## src/rtl/mem_arb_pkg.sv

```systemverilog
// Shared encodings for the memory access arbiter: FSM states, RAM size/direction
// codes, requester IDs and the alignment rule.
package mem_arb_pkg;

    typedef enum logic [2:0] {
        ST_IDLE    = 3'd0,
        ST_ISSUE   = 3'd1,
        ST_WAIT    = 3'd2,
        ST_DONE    = 3'd3,
        ST_RELEASE = 3'd4
    } state_t;

    localparam logic [1:0] SZ_BYTE = 2'b00;
    localparam logic [1:0] SZ_HALF = 2'b01;
    localparam logic [1:0] SZ_WORD = 2'b10;

    localparam logic RW_READ  = 1'b1;
    localparam logic RW_WRITE = 1'b0;

    localparam logic GNT_F = 1'b0;
    localparam logic GNT_D = 1'b1;

    // Reserved size (2'b11) is rejected the same way as a misaligned address.
    function automatic logic access_bad(input logic [1:0] size, input logic [1:0] lsb);
        logic bad;
        case (size)
            SZ_BYTE: bad = 1'b0;
            SZ_HALF: bad = lsb[0];
            SZ_WORD: bad = (lsb != 2'b00);
            default: bad = 1'b1;
        endcase
        return bad;
    endfunction

endpackage

```

## src/rtl/mem_access_arbiter_timer.sv

```systemverilog
// Wait-state counter used to detect a RAM that never answers with MOC.
// Holds at zero while clr is high, counts while en is high.
module mem_wait_timer #(
    parameter int TIMEOUT = 15
) (
    input  logic CLK,
    input  logic CLR,
    input  logic clr,
    input  logic en,
    output logic expired
);

    logic [7:0] count;

    always_ff @(posedge CLK or negedge CLR) begin
        if (!CLR) begin
            count <= 8'd0;
        end else if (clr) begin
            count <= 8'd0;
        end else if (en) begin
            count <= count + 8'd1;
        end
    end

    assign expired = (count == 8'(TIMEOUT));

endmodule

```

## src/rtl/mem_access_arbiter.sv

```systemverilog
// Round-robin arbiter between instruction fetch and data access for the 256x8 RAM,
// owning the four-phase MOV/MOC handshake, alignment checks and the wait timeout.
//
// state   | meaning
// IDLE    | choose a requester; bad requests go straight to DONE with err
// ISSUE   | mem_mov raised with the granted request's fields
// WAIT    | hold mem_* until MOC or timeout
// DONE    | one-cycle done/err pulse to the granted requester
// RELEASE | wait for MOC to drop before accepting new work
module mem_access_arbiter
    import mem_arb_pkg::*;
#(
    parameter int AW      = 8,
    parameter int DW      = 32,
    parameter int TIMEOUT = 15
) (
    input  logic          CLK,
    input  logic          CLR,
    input  logic          f_req,
    input  logic [AW-1:0] f_addr,
    output logic          f_done,
    output logic [DW-1:0] f_rdata,
    input  logic          d_req,
    input  logic          d_rw,
    input  logic [1:0]    d_size,
    input  logic [AW-1:0] d_addr,
    input  logic [DW-1:0] d_wdata,
    output logic          d_done,
    output logic [DW-1:0] d_rdata,
    output logic          err,
    output logic          mem_mov,
    output logic          mem_rw,
    output logic [1:0]    mem_size,
    output logic [AW-1:0] mem_addr,
    output logic [DW-1:0] mem_wdata,
    input  logic          mem_moc,
    input  logic [DW-1:0] mem_rdata,
    output logic          busy
);

    state_t        state;
    logic          last_grant;
    logic          grant;
    logic          pick_d;
    logic [AW-1:0] sel_addr;
    logic          sel_rw;
    logic [1:0]    sel_size;
    logic          sel_bad;
    logic [DW-1:0] wait_data;
    logic          timer_clr;
    logic          timer_en;
    logic          timer_expired;

    // D wins only when alone or when F was served last.
    always_comb begin
        pick_d   = d_req && (!f_req || (last_grant == GNT_F));
        sel_addr = pick_d ? d_addr : f_addr;
        sel_rw   = pick_d ? d_rw : RW_READ;
        sel_size = pick_d ? d_size : SZ_WORD;
        sel_bad  = access_bad(sel_size, sel_addr[1:0]);
    end

    assign wait_data = (mem_moc && (mem_rw == RW_READ)) ? mem_rdata : '0;

    // Counting from ISSUE makes the count equal the number of WAIT cycles spent.
    assign timer_clr = (state == ST_IDLE);
    assign timer_en  = (state == ST_ISSUE) || ((state == ST_WAIT) && !mem_moc);

    mem_wait_timer #(.TIMEOUT(TIMEOUT)) u_timer (
        .CLK     (CLK),
        .CLR     (CLR),
        .clr     (timer_clr),
        .en      (timer_en),
        .expired (timer_expired)
    );

    assign busy = (state != ST_IDLE);

    always_ff @(posedge CLK or negedge CLR) begin
        if (!CLR) begin
            state      <= ST_IDLE;
            last_grant <= GNT_D;
            grant      <= GNT_F;
            f_done     <= 1'b0;
            f_rdata    <= '0;
            d_done     <= 1'b0;
            d_rdata    <= '0;
            err        <= 1'b0;
            mem_mov    <= 1'b0;
            mem_rw     <= 1'b0;
            mem_size   <= 2'b00;
            mem_addr   <= '0;
            mem_wdata  <= '0;
        end else begin
            case (state)
                ST_IDLE: begin
                    if (f_req || d_req) begin
                        grant <= pick_d;
                        if (sel_bad) begin
                            state  <= ST_DONE;
                            err    <= 1'b1;
                            f_done <= !pick_d;
                            d_done <= pick_d;
                            if (pick_d) d_rdata <= '0;
                            else        f_rdata <= '0;
                        end else begin
                            state     <= ST_ISSUE;
                            mem_mov   <= 1'b1;
                            mem_addr  <= sel_addr;
                            mem_rw    <= sel_rw;
                            mem_size  <= sel_size;
                            mem_wdata <= pick_d ? d_wdata : '0;
                        end
                    end
                end
                ST_ISSUE: begin
                    state <= ST_WAIT;
                end
                ST_WAIT: begin
                    // MOC takes priority over a timeout expiring in the same cycle.
                    if (mem_moc || timer_expired) begin
                        state   <= ST_DONE;
                        mem_mov <= 1'b0;
                        err     <= !mem_moc;
                        if (grant == GNT_D) begin
                            d_done  <= 1'b1;
                            d_rdata <= wait_data;
                        end else begin
                            f_done  <= 1'b1;
                            f_rdata <= wait_data;
                        end
                    end
                end
                ST_DONE: begin
                    f_done     <= 1'b0;
                    d_done     <= 1'b0;
                    err        <= 1'b0;
                    last_grant <= grant;
                    state      <= mem_moc ? ST_RELEASE : ST_IDLE;
                end
                ST_RELEASE: begin
                    if (!mem_moc) state <= ST_IDLE;
                end
                default: begin
                    state <= ST_IDLE;
                end
            endcase
        end
    end

endmodule

```

## config.mk

```make
export PLATFORM = sky130hd
export DESIGN_NAME = mem_access_arbiter
export DESIGN_NICKNAME = d
export VERILOG_FILES = /design/src/rtl/mem_arb_pkg.sv /design/src/rtl/mem_access_arbiter_timer.sv /design/src/rtl/mem_access_arbiter.sv
export SDC_FILE = /design/constraint.sdc
export NUM_CORES = 1
export LEC_CHECK = 0
export CORE_ASPECT_RATIO = 0.5
export CORE_MARGIN = 3
export CORE_UTILIZATION = 48
export DETAILED_ROUTE_END_ITERATION = 8
export HOLD_SLACK_MARGIN = 0.06
export PLACE_DENSITY = 0.85
export SLEW_MARGIN = 20
export SYNTH_ARGS = -nofsm -noshare
export SYNTH_HDL_FRONTEND = slang
export SYNTH_SLANG_ARGS = --single-unit
```

## constraint.sdc

```tcl
create_clock -name CLK -period 5.2 [get_ports CLK]
set_input_delay 0.52 -clock CLK [delete_from_list [all_inputs] [get_ports CLK]]
set_output_delay 0.52 -clock CLK [all_outputs]
set_load 0.02 [all_outputs]
```

Yosys cells after proc, flatten, opt, wreduce, memory -nomap -nowiden
Index checks and enable logic that the tools add are counted.

word-level totals
  bits in registers = 124
  bits in latches = 0
  bits in writable memories = 0
  bits in read-only memories = 0
  input bits = 88
  output and inout bits = 112
  word-level logic and storage cells = 103
  memories kept = 0

cells by class
  $add $sub $neg = 1
  $mul = 0
  div/mod/pow operators = 0
  order comparisons = 0
  equal/unequal tests = 16
  shifts and indexed selects = 0
  multiplexer cells = 44
  bitwise logic cells = 2
  reduce and logical (&&, ||, !) cells = 26

operators with widths
  operator             number
  $mux 32              12
  $pmux 32 s2          2
  $mux 8               3
  $mux 1               15
  $pmux 3 s5           1
  $ne 2x2->1 const B   7
  $mux 3               4
  $pmux 1 s3           4
  $reduce_and 6->1     2
  $reduce_and 5->1     2
  $add 8x1->8 const B  1
  $eq 8x4->1 const B   1
  $reduce_and 4->1     2
  $eq 3x2->1 const B   2
  $reduce_and 3->1     2
  $reduce_bool 2->1    3
  $reduce_bool 3->1    2
  $logic_or 1x1->1     4
  $mux 2               2
  $ne 2x1->1 const B   2
  $eq 3x1->1 const B   1
  $eq 3x3->1 const B   1
  $logic_and 1x1->1    3
  $logic_not 1->1      3
  other kinds (7)      8

Depth between registers and ports, before layout
Gate-level depths: netlist of the first run.

  word-level depth = 9
  mapped depth = 9
  depth with buffers taken out = 6

Cells and area by module
From an unflattened synthesis of the first run, not the netlist that was laid out.

unflattened totals
  cells, all modules = 530
  area total of the unflattened synthesis = 5680.4 sq um

by module, submodules not included
  module              instances  cells an instance  area each (sq um)  seq. area each (sq um)
  mem_access_arbiter  1          491                5286.3             2904.0
  mem_wait_timer      1          39                 394.1              200.2

Least setup slack after synthesis of the first run
No wires, ideal clock.

  kind = reg-to-reg
  from = register u_timer.count[4]
  to = register d_rdata[10]
  library setup time = 0.127 ns
  arrival = 1.964 ns
  data required time = 5.073 ns
  path slack = 3.109 ns
  cell stages (with the launch flop) = 7
  buffers on the path = 1
  clock period less this slack = 2.091 ns
  cells stage by stage = dfrtp_1 > or4_4 > o21ai_1 > a22oi_1 > nor3_4 > buf_6 > mux2_1

between the ends
  cells in the longest elaborated chain, start to end = 4

ends and longest elaborated chain
  what                        line                            RTL
  start, declared             mem_access_arbiter_timer.sv:13  logic [7:0] count;
  start signal, assigned      mem_access_arbiter_timer.sv:21  count <= count + 8'd1;
  $eq 8x4->1                  mem_access_arbiter_timer.sv:25  assign expired = (count == 8'(TIMEOUT));
  $logic_or 1x1->1            mem_access_arbiter.sv:121       if (mem_moc || timer_expired) begin
  $ne 2x1->1 (no line)        -
  $reduce_and 6->1 (no line)  -
  end signal, assigned        mem_access_arbiter.sv:127       d_rdata <= wait_data;
  end, declared               mem_access_arbiter.sv:29        output logic [DW-1:0] d_rdata,

No other way between the ends.
A chain may end at the register's enable or synchronous reset.

Worst setup path in the final report of the first run
  from = register state[2]
  to = register mem_wdata[0]

between the ends
  cells in the longest elaborated chain, start to end = 2

ends and longest elaborated chain
  what                        line                       RTL
  start, declared             mem_access_arbiter.sv:41   state_t state;
  start signal, assigned      mem_access_arbiter.sv:139  state <= mem_moc ? ST_RELEASE : ST_IDLE;
  $logic_not 3->1             mem_access_arbiter.sv:95   case (state)
  $reduce_and 3->1 (no line)  -
  end signal, assigned        mem_access_arbiter.sv:112  mem_wdata <= pick_d ? d_wdata : '0;
  end, declared               mem_access_arbiter.sv:35   output logic [DW-1:0] mem_wdata,

No other way between the ends.

==> flow_summary.ini, run 1 <==
[floorplan]
core_mm2 = 0.0104
initial_core_util = 0.505
pin_count = 200
fp.dieW_um = 154
fp-row-count = 26
die-area_mm2 = 0.0124
die_h_um = 80.1

[critical_path]
path_class = reg -> reg
cp_max_fo = 47
crit_path_end_kind = flop
worstPathRequired_ns = 5.48
ff2ff_setup_slack_ns = 1.82
worstReg2RegEnd = mem_wdata[0]
r2r-start = state[2]
crit_arrival_ns = 3.66
ff2ff_path_depth = 8
critPathLaunchType = flop

[drt]
drc = 0
drt_iter0_markers = 336
dr.pass1.iters = 5
wl_mm = 14.6
ant_nets = 0
route.vias.total = 4358
vias_per_cell = 5.20
wl_per_cell_um = 17.4

[finish]
synthToLayoutAreaGrowth_pct = 52.1
drive_gt1_frac = 0.106
diodes = 0
nets = 774

[clock_network]
cts_max_level = 4
clock_latency_ns = 0.41
cts-root-buf = clkbuf_16
cts_setup_buffers = 0
clock_sink_count = 124
cts_hold_buf = 0
cts-buffers-inserted = 17
clk_pin_slew_ns = 0.06
cts_tree = done
clk_path_buf_depth = 2
ctsResizeCount = 0

[global_routing]
grt_pass1_vias = 4665
grt_pass1_wl_mm = 23.5
grt_usage = 0.243
overflow = 0
grt_start_max_net_pins = 76
antenna_found_initial = 0

[power_and_ir_drop]
peakVddDrop_uv = 301
power_density_mw_per_mm2 = 615
p_leak_nw = 3.62

[sta]
post-route-period-util = 0.650
min_period_ns = 3.38
setup_tns_ns = 0
drv_slew = 0
tightestPinTransition_ns = 0.955
fmax_mhz = 296
hold_violations = 0
setup_slack_ns = 1.82
setup_violations = 0
rsz0062_at_grt = false
fin_skew_ns = 0.00947
maxSlewHeadroom = 0.363

[logic_synthesis]
synth.distinct_cells = 45
yosysTopAreaCellShare = 0.583
ys_ff_latch = 124
ys.warnings.count = 0
ys_top_cells_by_area = dfrtp_1 58%, nand2_1 7.7%, o21ai_0 5.1%
synth_flop_cell = dfrtp_1
async_flop_share = 1.00
syn_nets = 577
synth-edff-count = 0
synthesis.area_mm2 = 0.00528
yosysSeqAreaShare = 0.588
syn_inst = 488
synth_area_per_cell_um2 = 10.8
synth_top_area_cell = dfrtp_1

[placed_design]
hpwlAfterDp_mm = 10.0
numPortBuffers = 199
preCtsSetupSlack_ns = 1.60
gp_congestion = 0.841

[status]
status = complete, no violations

[job]
cap_viol_max_count = 0

[min_path]
hold_path_class = in -> async
-- cells in the mapped netlist (2+ instances only) --
cell type	instances
a21oi_1	6
a31oi_1	3
and2_1	23
and3_1	3
buf_2	7
buf_6	2
clkbuf_1	18
dfrtp_1	123
inv_1	14
mux2_1	24
mux2_2	21
mux2i_1	17
nand2_1	108
nand3_1	3
nand4_1	5
nor2_1	19
nor3_1	5
nor3b_1	2
o21ai_0	54
xor2_1	6
-- registers in the layout (all words and copies together), names as in the netlist --
name / flops
mem_rw: 1
f_rdata: 32
mem_mov: 1
err: 1
state: 3
f_done: 1
mem_wdata: 32
d_done: 1
mem_addr: 8
u_timer.count: 8
grant: 1
mem_size: 2
d_rdata: 32
last_grant: 1
-- routing by layer --
| layer | part of all wire | track usage |
|---|---|---|
| met3 | 0.068 | 0.0624 |
| met5 | 0 | 0 |
| met1 | 0.39 | 0.289 |
| met2 | 0.50 | 0.415 |
| met4 | 0.035 | 0.124 |
-- report_power, final --
group / switching, W / internal, W / leakage [nW]
registers: 0.000234 / 0.00133 / 1.66
logic: 0.00113 / 0.000982 / 1.66
clock network: 0.000447 / 0.000815 / 0.295
-- stage by stage --
stage,std cells,utilization,instance area [um2],total power [W],hold slack (ns)
floorplan,488,-,5280,0.00268,0.224
global placement,805,0.706,7380,0.00360,0.454
detailed placement,805,0.706,7380,0.00367,0.464
CTS,837,0.767,8010,0.00495,0.289
global route,838,0.769,8030,0.00520,0.342
finish,838,0.769,8030,0.00494,0.262
-- how the worst max path moves through the flow --
stage	from	end	slack [ns]	cells after the start
floorplan	u_timer.count[4]	d_rdata[10]	3.11	6
finish	state[2]	mem_wdata[0]	1.82	8
detailed placement	d_req	d_rdata[23]	1.60	8
global placement	d_req	d_rdata[24]	1.72	8
global route	state[2]	mem_wdata[6]	1.42	8
CTS	state[2]	mem_wdata[0]	1.79	8
-- cells in the final DEF (no fill, tap or decap), types with 2 or more instances in the layout --
master and n:
mux2_2 21, clkinv_4 2, o21ai_0 54, nand4_1 5
a21oi_1 6, and3_1 2, mux2_1 24, nor3b_1 2
dfrtp_1 123, nand3_1 2, clkinvlp_4 5, clkdlybuf4s50_1 198
and2_1 23, nor3_1 5, inv_1 14, a31oi_1 3
nor2_1 19, mux2i_1 17, bufinv_16 4, nand2_1 108
clkinv_2 2, buf_4 8, clkbuf_16 17, xor2_1 6
-- worst max-delay path, cell delays in order (launching register included) --
cell and delay, ns:
dfrtp_1 0.53, nor3_1 0.67, buf_4 0.27, inv_1 0.10, nor2_1 0.32, nand3_2 0.65, buf_4 0.51, nand2_1 0.11
o21ai_0 0.09
-- layout make-up --
class | instances | area [um2]
multi-input combinational | 321 | 2000
tap | 140 | 175
clock buffer | 18 | 439
timing repair buffer | 207 | 2060
clock inverter | 14 | 194
fill | 696 | 2420
sequential | 124 | 3100
inverter | 14 | 52.6
-- cell families (layout without fill, tap and decap cells) --
kind of cell             Yosys count  in the layout  share of synthesized area
flip-flops                       124            124                      0.588
buffers and inverters             43            253                     0.0358
AND/OR/NAND/NOR                  173            173                      0.148
multiplexers                      62             62                      0.128
adder cells (fa/ha/maj)            1              1                    0.00237
AO/OA/AOI/OAI                     79             79                     0.0875
XOR/XNOR                           6              6                    0.00996
No activity file was read; power rests on OpenSTA's default activity.
==> inputs of run 2 (changes only) <==
--- a/config.mk
+++ b/config.mk
@@ -7,10 +7,10 @@
 export LEC_CHECK = 0
 export CORE_ASPECT_RATIO = 0.5
 export CORE_MARGIN = 3
-export CORE_UTILIZATION = 48
+export CORE_UTILIZATION = 40
 export DETAILED_ROUTE_END_ITERATION = 8
 export HOLD_SLACK_MARGIN = 0.06
-export PLACE_DENSITY = 0.85
+export PLACE_DENSITY = 0.76
 export SLEW_MARGIN = 20
 export SYNTH_ARGS = -nofsm -noshare
 export SYNTH_HDL_FRONTEND = slang
==> constraint.sdc (replaced) <==
create_clock -name CLK -period 2.95 [get_ports CLK]
set_input_delay 0.295 -clock CLK [delete_from_list [all_inputs] [get_ports CLK]]
set_output_delay 0.295 -clock CLK [all_outputs]
set_load 0.02 [all_outputs]
==> flow_summary.ini, run 2 (same netlist as run 1, synthesis figures left out) <==
[status]
status = complete, no violations

[critical_path]
worstPathRequired_ns = 2.65
path_class = reg -> out
ff2ff_path_depth = 8
crit_arrival_ns = 2.38
cp_max_fo = 12
worstReg2RegEnd = mem_wdata[1]
worst-path-stages = 4
max_stage_delay_ns = 0.56
crit_chain = nor3_1, buf_4, inv_1, clkdlybuf4s50_1
cp.buffers_inverters = 3
r2r-start = state[0]
critPathTopFamily = buffers and inverters
cpMaxStageDelayCell = clkdlybuf4s50_1
ff2ff_setup_slack_ns = 0.42
crit_path_end_kind = output pin
critPathLaunchType = flop

[min_path]
min_from = d_wdata[16]
min_delay_worst_endpoint = mem_wdata[16]
worstHoldPathCells = 3
hold_path_class = in -> reg

[global_routing]
grt_util_met3 = 0.0471
grt_pass1_vias = 4200
grt_use_met1 = 0.232
overflow = 0
grt_busiest_layer = met2
gr-usage-met2 = 0.323
grt_start_max_net_pins = 54
grt_pass1_wl_mm = 21.6
grt_usage = 0.187
antenna_found_initial = 0

[power_and_ir_drop]
p_leak_nw = 3.65
peakVddDrop_uv = 486
power_density_mw_per_mm2 = 1050

[sta]
maxSlewHeadroom = 0.580
fmax_mhz = 374
setup_violations = 0
fin_skew_ns = 0.0108
min_period_ns = 2.67
rsz0062_at_grt = false
hold_violations = 0
tightestPinTransition_ns = 0.624
drv_slew = 0
setup_tns_ns = 0
post-route-period-util = 0.906

[finish]
synthToLayoutAreaGrowth_pct = 53.2
multi_input_area_mm2 = 0.00201
diodes = 0
nets = 780
layout.cells.non_filler = 869
ff_latch_area_mm2 = 0.00310
top_regs = d_rdata (32), f_rdata (32), mem_wdata (32)
final_cell_mix = 198 x clkdlybuf4s50_1, 123 x dfrtp_1, 108 x nand2_1
final_common_cell = clkdlybuf4s50_1
fillCellCount = 955
final_core_util = 0.655
drive_gt1_frac = 0.111

[job]
cap_viol_max_count = 0

[drt]
wl_per_cell_um = 15.8
wl_mm = 13.7
route.vias.total = 4177
dr.pass1.iters = 4
ant_nets = 0
drt_iter0_markers = 245
vias_per_cell = 4.81
drc = 0

[floorplan]
initial_core_util = 0.428
fp-row-count = 28
die_h_um = 87.2
pin_count = 200
core_mm2 = 0.0123
fp.dieW_um = 168
die-area_mm2 = 0.0147

[placed_design]
gp_congestion = 0.832
hpwlAfterDp_mm = 9.73
numPortBuffers = 199
dp_cells = 836

[clock_network]
clock_latency_ns = 0.41
cts_max_level = 4
clk_pin_slew_ns = 0.06
cts_hold_buf = 1
cts_setup_buffers = 0
cts-root-buf = clkbuf_16
clock_sink_count = 124
cts_tree = done
clk_path_buf_depth = 2
ctsResizeCount = 0
cts-buffers-inserted = 17
## run 2: cell count changes in the layout (fill, tap and decap cells not counted), sizes merged
cell / change
buf: +5
bufinv: -2
clkinv: +4
clkinvlp: -2
dlygate4sd3: +1
## run 2: stage by stage
step                worst slack, ns  total power [W]  area (um2)  hold slack, ns
global placement              0.397          0.00646        7480           0.348
CTS                           0.265          0.00860        8080           0.425
floorplan                     0.859          0.00472        5280       -0.000591
global route                 0.0796          0.00898        8080           0.432
detailed placement            0.296          0.00653        7480           0.350
finish                        0.278          0.00850        8080           0.440
## run 2: final cells by class
class                           count  area share
Sequential cell                   124       0.384
Tap cell                          165      0.0255
Inverter                           14     0.00650
Timing Repair Buffer              213       0.263
Multi-Input combinational cell    321       0.249
Clock buffer                       18      0.0544
Clock inverter                     14      0.0181
## run 2: power by group
group	total [W]	switching, W	internal, W
sequential	0.00272	0.000375	0.00234
clock	0.00203	0.000764	0.00127
combinational	0.00375	0.00199	0.00177
## run 2: worst max-delay path by stage
stage	startpoint	to	slack, ns
6_report	state[0]	busy	0.28
4_1_cts	state[0]	busy	0.26
3_5_place_dp	d_req	mem_wdata[1]	0.30
3_3_place_gp	d_req	mem_wdata[15]	0.40
2_1_floorplan	u_timer.count[4]	d_rdata[10]	0.86
5_1_grt	state[0]	busy	0.08
## run 2: worst min-delay path, cell delays in order
cell,delay (ns)
clkdlybuf4s50_1,0.39
nand2_1,0.05
o21ai_0,0.06
## run 2: layer usage
layer	vias up	wire length (um)
met2	113	7000
li1	2050	-
met3	23	688
met5	-	0
met1	1991	5730
met4	0	268
